File: config.mk
export PLATFORM = sky130hd
export DESIGN_NAME = pc_fetch_ctrl
export DESIGN_NICKNAME = d
export VERILOG_FILES = /design/src/rtl/pc_fetch_ctrl.sv
export SDC_FILE = /design/constraint.sdc
export NUM_CORES = 1
export LEC_CHECK = 0
export ABC_AREA = 1
export BUFFER_PORTS_ARGS = -buffer_cell sky130_fd_sc_hd__clkbuf_2
export CAP_MARGIN = 20
export CORE_UTILIZATION = 37
export CTS_CLUSTER_SIZE = 14
export DETAILED_ROUTE_END_ITERATION = 8
export HOLD_SLACK_MARGIN = 0.1
export PLACE_DENSITY = 0.73
export SLEW_MARGIN = 20
export SYNTH_ARGS = -nofsm -noshare
export SYNTH_HDL_FRONTEND = slang
export SYNTH_SLANG_ARGS = --single-unit
File: constraint.sdc
create_clock -name i_Clk -period 3.05 [get_ports i_Clk]
set_input_delay 0.1525 -clock i_Clk [delete_from_list [all_inputs] [get_ports i_Clk]]
set_output_delay 0.1525 -clock i_Clk [all_outputs]
set_load 0.005 [all_outputs]
File: src/rtl/pc_fetch_ctrl.sv
// Fetch-PC register and fetch handshake with branch redirect, multi-cycle flush and sticky misaligned-target trap.
// Optional accepted-redirect counter is built when PC_REDIRECT_CNT_EN is defined.
module pc_fetch_ctrl #(
    parameter int unsigned      XLEN         = 32,
    parameter logic [XLEN-1:0]  RESET_PC     = 32'h0000_0000,
    parameter int unsigned      FLUSH_CYCLES = 2
) (
    input  logic            i_Clk,
    input  logic            i_Rst_n,
    input  logic            i_Branch_Mux,
    input  logic            i_Ex_Valid,
    input  logic [XLEN-1:0] iv_Branch_Target,
    input  logic            i_Stall,
    input  logic            i_Imem_Ready,
    output logic [XLEN-1:0] ov_PC,
    output logic            o_Fetch_Valid,
    output logic            o_Flush,
    output logic            o_Misaligned,
    output logic [31:0]     ov_Redirect_Cnt
);

    typedef enum logic [1:0] {
        ST_RUN   = 2'd0,
        ST_FLUSH = 2'd1,
        ST_TRAP  = 2'd2
    } state_t;

    localparam logic [3:0]      FLUSH_INIT = 4'(FLUSH_CYCLES);
    localparam logic [XLEN-1:0] PC_STEP    = XLEN'(32'd4);

    state_t          state_r;
    logic [XLEN-1:0] pc_r;
    logic            flush_r;
    logic            misaligned_r;
    logic [3:0]      flush_cnt_r;

    logic            redirect_req_s;
    logic            redirect_acc_s;
    logic            target_aligned_s;
    logic            fetch_valid_s;
    logic            handshake_s;

    // Redirect qualification and fetch handshake decode
    always_comb begin
        redirect_req_s   = i_Ex_Valid && i_Branch_Mux;
        redirect_acc_s   = redirect_req_s && (state_r == ST_RUN);
        target_aligned_s = (iv_Branch_Target[1:0] == 2'b00);
        fetch_valid_s    = i_Rst_n && (state_r != ST_TRAP) && !i_Stall;
        handshake_s      = fetch_valid_s && i_Imem_Ready;
    end

    // Control FSM with PC, flush and trap registers
    always_ff @(posedge i_Clk) begin
        if (!i_Rst_n) begin
            state_r      <= ST_RUN;
            pc_r         <= RESET_PC;
            flush_r      <= 1'b0;
            misaligned_r <= 1'b0;
            flush_cnt_r  <= 4'd0;
        end else begin
            case (state_r)
                ST_RUN: begin
                    if (redirect_acc_s && target_aligned_s) begin
                        pc_r        <= iv_Branch_Target;
                        state_r     <= ST_FLUSH;
                        flush_cnt_r <= FLUSH_INIT;
                        flush_r     <= 1'b1;
                    end else if (redirect_acc_s) begin
                        state_r      <= ST_TRAP;
                        misaligned_r <= 1'b1;
                        flush_r      <= 1'b0;
                    end else if (i_Stall) begin
                        pc_r <= pc_r;
                    end else if (handshake_s) begin
                        pc_r <= pc_r + PC_STEP;
                    end else begin
                        pc_r <= pc_r;
                    end
                end
                ST_FLUSH: begin
                    // Redirects here come from killed instructions; the countdown ignores stalls.
                    if (!i_Stall && handshake_s) begin
                        pc_r <= pc_r + PC_STEP;
                    end else begin
                        pc_r <= pc_r;
                    end
                    if (flush_cnt_r <= 4'd1) begin
                        state_r     <= ST_RUN;
                        flush_r     <= 1'b0;
                        flush_cnt_r <= 4'd0;
                    end else begin
                        flush_cnt_r <= flush_cnt_r - 4'd1;
                        flush_r     <= 1'b1;
                    end
                end
                ST_TRAP: begin
                    pc_r    <= pc_r;
                    flush_r <= 1'b0;
                end
                default: begin
                    state_r      <= ST_TRAP;
                    misaligned_r <= 1'b1;
                    flush_r      <= 1'b0;
                    flush_cnt_r  <= 4'd0;
                end
            endcase
        end
    end

`ifdef PC_REDIRECT_CNT_EN
    logic [31:0] redirect_cnt_r;

    // Saturating count of accepted aligned redirects
    always_ff @(posedge i_Clk) begin
        if (!i_Rst_n) begin
            redirect_cnt_r <= 32'd0;
        end else if (redirect_acc_s && target_aligned_s &&
                     (redirect_cnt_r != 32'hFFFF_FFFF)) begin
            redirect_cnt_r <= redirect_cnt_r + 32'd1;
        end else begin
            redirect_cnt_r <= redirect_cnt_r;
        end
    end

    assign ov_Redirect_Cnt = redirect_cnt_r;
`else
    assign ov_Redirect_Cnt = 32'd0;
`endif

    assign ov_PC         = pc_r;
    assign o_Fetch_Valid = fetch_valid_s;
    assign o_Flush       = flush_r;
    assign o_Misaligned  = misaligned_r;

endmodule

# Word level (Yosys, flattened, before mapping)
# Index checks and enable logic that the tools add are counted.
word_totals:
  ff_bits: 40
  in_bits: 38
  out_inout_bits: 67
  elab_cells: 58
op_classes:
  n_addsub: 2
  order_cmp: 1
  n_eq_ne: 12
  muxes: 20
  bitwise: 2
  n_reduce_logical: 16
ops:
  columns: ["op", "count"]
  rows:
  - ["two-way mux 32 bit", 5]
  - ["one-hot mux 32 bit (2 select lines)", 1]
  - ["adder 32 x 3 -> 32 bit, second input constant", 1]
  - ["!= test 3 x 2 -> 1 bit, second input constant", 4]
  - ["one-hot mux 4 bit (3 select lines)", 1]
  - ["!= test 2 bit, second input constant", 5]
  - ["two-way mux 4 bit", 2]
  - ["logical AND 1 bit", 7]
  - ["two-way mux 2 bit", 3]
  - ["one-hot mux 2 bit (3 select lines)", 1]
  - ["AND reduction 3 bit", 2]
  - ["two-way mux 1 bit", 5]
  - ["AND reduction 5 bit", 1]
  - ["<= comparator 4 x 1 -> 1 bit, second input constant", 1]
  - ["logical NOT 2 bit", 2]
  - ["one-hot mux 1 bit (2 select lines)", 2]
  - ["subtractor 4 x 1 -> 4 bit, second input constant", 1]
  - ["equality test 2 x 1 -> 1 bit, second input constant", 1]
  - ["equality test 2 bit, second input constant", 1]
  - ["!= test 2 x 1 -> 1 bit, second input constant", 1]
  - ["NOT 1 bit", 2]
  - ["AND reduction 2 bit", 1]
  - ["nonzero test 2 bit", 1]
  - ["OR reduction 2 bit", 1]
  - ["logical NOT 1 bit", 1]

# Depth between registers and ports, before layout
logic_depth:
  ltp_word: 9
  depth_mapped: 12
  depth_no_buf: 11

# Worst setup path after synthesis
# OpenSTA, ideal clock, no wires.
synth_path:
  path_type: "reg-to-reg"
  startpoint: "reg state_r[0]"
  endpoint: "reg pc_r[22] (netlist: ov_PC[22])"
  setup_time_ns: 0.115
  arrival_time_ns: 1.505
  required_time_ns: 2.935
  setup_slack_ns: 1.430
  path_stages_with_launch: 13
  n_path_buf: 1
  period_less_slack_ns: 1.620
  cell_sequence: "dfxtp_1 inv_1 ha_1 nand3_2 nor2_4 nand2_2 nand3_1 nand2_2 buf_2 a21oi_1 nand2_1 nand2_1 nor2_1"
synth_between:
  elab_chain_cells: 7
synth_lines:
  columns: ["item", "line", "text"]
  rows:
  - ["from (decl)", "31", "state_t state_r;"]
  - ["from (signal assigned)", "55", "state_r <= ST_RUN;"]
  - ["from (signal assigned)", "65", "state_r <= ST_FLUSH;"]
  - ["from (signal assigned)", "69", "state_r <= ST_TRAP;"]
  - ["!= test 2 bit", "48", "fetch_valid_s = i_Rst_n && (state_r != ST_TRAP) && !i_Stall;"]
  - ["logical AND 1 bit (2 in series)", "48", null]
  - ["logical AND 1 bit", "49", "handshake_s = fetch_valid_s && i_Imem_Ready;"]
  - ["logical AND 1 bit", "82", "if (!i_Stall && handshake_s) begin"]
  - ["!= test 2 bit (no source line)", null, null]
  - ["AND reduction 5 bit (no source line)", null, null]
  - ["to (signal assigned)", "64", "pc_r <= iv_Branch_Target;"]
  - ["to (signal assigned)", "83", "pc_r <= pc_r + PC_STEP;"]
  - ["to (signal assigned)", "85", "pc_r <= pc_r;"]
  - ["to (decl)", "32", "logic [XLEN-1:0] pc_r;"]
# Parallel ways exist; a longest one is shown, timed or not.
# A chain may end at the register's enable or synchronous reset.

# Worst setup path in the final report
layout_path:
  startpoint: "reg state_r[0]"
  endpoint: "reg pc_r[4] (netlist: ov_PC[4])"
# Same word-level chain as after synthesis.

==> impl_metrics.yaml <==
run_status:
  status: "finished clean"
logic_synthesis:
  yosysUniqueCellTypes: 31
  netlist_area_mm2: 0.00300
  synth_top_cell_by_area: "dfxtp_1"
  avgSynthCellArea_um2: 5.93
  synth_xor_area_frac: 0.0146
  synth_edf_count: 0
  ys_ff_latch: 40
  yosys.area.top_type_share: 0.267
  ys_warn_count: 0
  yosys.area_share.adder: 0.0250
  synthMuxAreaShare: 0.00333
  syn_inst: 506
  synth.area.top_cells: "dfxtp_1, nand2_1, nor2_1, buf_4, o21ai_0"
  ys_seq_area_frac: 0.267
  synthFlopType: "dfxtp_1"
  async_flop_share: 0
  synth_top_family_by_area: "simple AND/OR/NAND/NOR gates"
  synth_compound_area_frac: 0.135
  synth-simple-area-share: 0.390
job:
  drv_cap: 0
hold_path:
  hold_class: "in2reg"
power_and_ir_drop:
  p_total_uw: 1990
  p_leak_uw: 0.00153
  powerDensity_mw_per_mm2: 588
  vdd_drop_max_mv: 0.519
die:
  start_util: 0.386
  die_w_um: 92.1
  num_rows: 32
  die_h_um: 92.1
  dieArea_mm2: 0.00848
  io_pins: 105
  coreArea_mm2: 0.00777
worst_setup_path:
  cp.arrival_ps: 2450
  path_max_fanout: 18
  crit_type: "reg2reg"
  worstPathRequired_ps: 3290
  setup.worst_path.end_class: "flip-flop"
  start_kind: "flip-flop"
clock_network:
  insertion_delay_ps: 300
  cts_buffer_depth: 2
  htreeDepth: 2
  cts_buffers: 5
  cts_resized: 0
  clk_pin_slew_ps: 90
  cts_tree: "done"
  cts_root_buf: "clkbuf_8"
  cts.hold.buffers_added: 0
  cts_setup_buffers: 0
  cts.sinks: 40
place:
  place_area_mm2: 0.00330
  gp_congestion: 0.879
  hpwl_um: 6000
  port_buffers: 72
global_routing:
  grt_pass1_vias: 2886
  grt_antenna_before_repair: 0
  grt.overflow.total: 0
  grt_max_degree: 39
  grt_usage: 0.190
  grt_pass1_wl_um: 13300
drt:
  drtIter0Drc: 224
  wl_um: 7960
  vias: 3262
  remaining_drc_errors: 0
  via_per_inst: 4.84
  wire_per_inst_um: 11.8
  first_pass_iters: 4
  ant_nets: 0
sta:
  worstMarginPinSlew_ps: 620
  timing.setup.tns_ps: 0
  min_period_over_period: 0.726
  clock_skew_ps: 6.40
  setup_violations: 0
  max_freq_mhz: 452
  finalMaxSlewViolations: 0
  holdWs_ps: 144
  max-slew-margin-rel: 0.586
  final_hold_viol_count: 0
  period_minus_slack_ps: 2210
  rsz0062_at_grt: "no"
finish:
  fillers: 864
  final_common_cell: "nand2_1"
  final_nets: 615
  area_growth_pct: 12.9
  drive_above_1_share: 0.164
  n_antenna_cell: 0
  final_cell_mix: "nand2_1, nor2_1, clkbuf_2, inv_1, dfxtp_1"
  final_area_mm2: 0.00339
  fin_util: 0.436
final timing paths:
path / slack (ps) / startpoint / cells after the start / to
max: 840 / state_r[0] / 9 / ov_PC[4]
min: 140 / iv_Branch_Target[12] / 3 / ov_PC[12]
max reg2reg: 840 / state_r[0] / 9 / ov_PC[4]
min reg2reg: 480 / o_Misaligned / 2 / o_Misaligned
cell type report:
type                    count  area (um^2)  area share
repair buffers             74          375       0.111
flip-flops and latches     40          801       0.236
clock inverters             2         10.0     0.00295
multi-input cells         405         1820       0.538
inverters                  45          169      0.0498
well taps                 102          128      0.0377
clock buffers               6         82.6      0.0244
cell usage after synthesis, types with 4 or more instances:
cell type  instances
clkbuf_1           7
a21oi_2            5
buf_4             33
a21oi_1           30
nor3_1             7
nor2_1            91
nand3_1           35
nand3b_1           4
ha_1               6
o21ai_0           39
inv_1             43
buf_2              4
nand2_1          139
dfxtp_1           40
power breakdown:
group	internal [uW]	total, uW	switching [uW]
sequential	613	710	97.5
combinational	308	892	584
clock	181	390	209
through the flow:
stage,instances,setup slack [ps]
floorplan,537,1430
detailed placement,666,761
CTS,674,833
global placement,666,797
global route,674,623
finish,674,836
layer usage:
| metal | global-route usage | up-vias | wire length, um |
|---|---|---|---|
| li1 | - | 1666 | - |
| met1 | 0.255 | 1466 | 3640 |
| met2 | 0.317 | 122 | 3680 |
| met3 | 0.0315 | 8 | 539 |
| met4 | 0.0482 | 0 | 104 |
| met5 | 0 | - | 0 |
sequential cells by signal (all words and copies together), names as in the netlist:
name and flops:
o_Misaligned 1, flush_cnt_r 4, state_r 2, o_Flush 1, ov_PC 32
worst max-delay path, stage by stage, from the launching register on:
cell and delay (ps):
dfxtp_1 370, inv_1 70, ha_1 270, nand3_2 120
nor2_4 50, nand2_2 240, clkinv_1 470, o21ai_0 360
nand2_2 80, a21oi_2 120
cells by family after synthesis:
family / after synthesis
fa+ha+maj: 6
flops: 40
buf+inv: 92
mux: 1
compound gates: 76
other cells: 1
simple gates: 285
xor+xnor: 5
(Power assumes the default switching activity.)
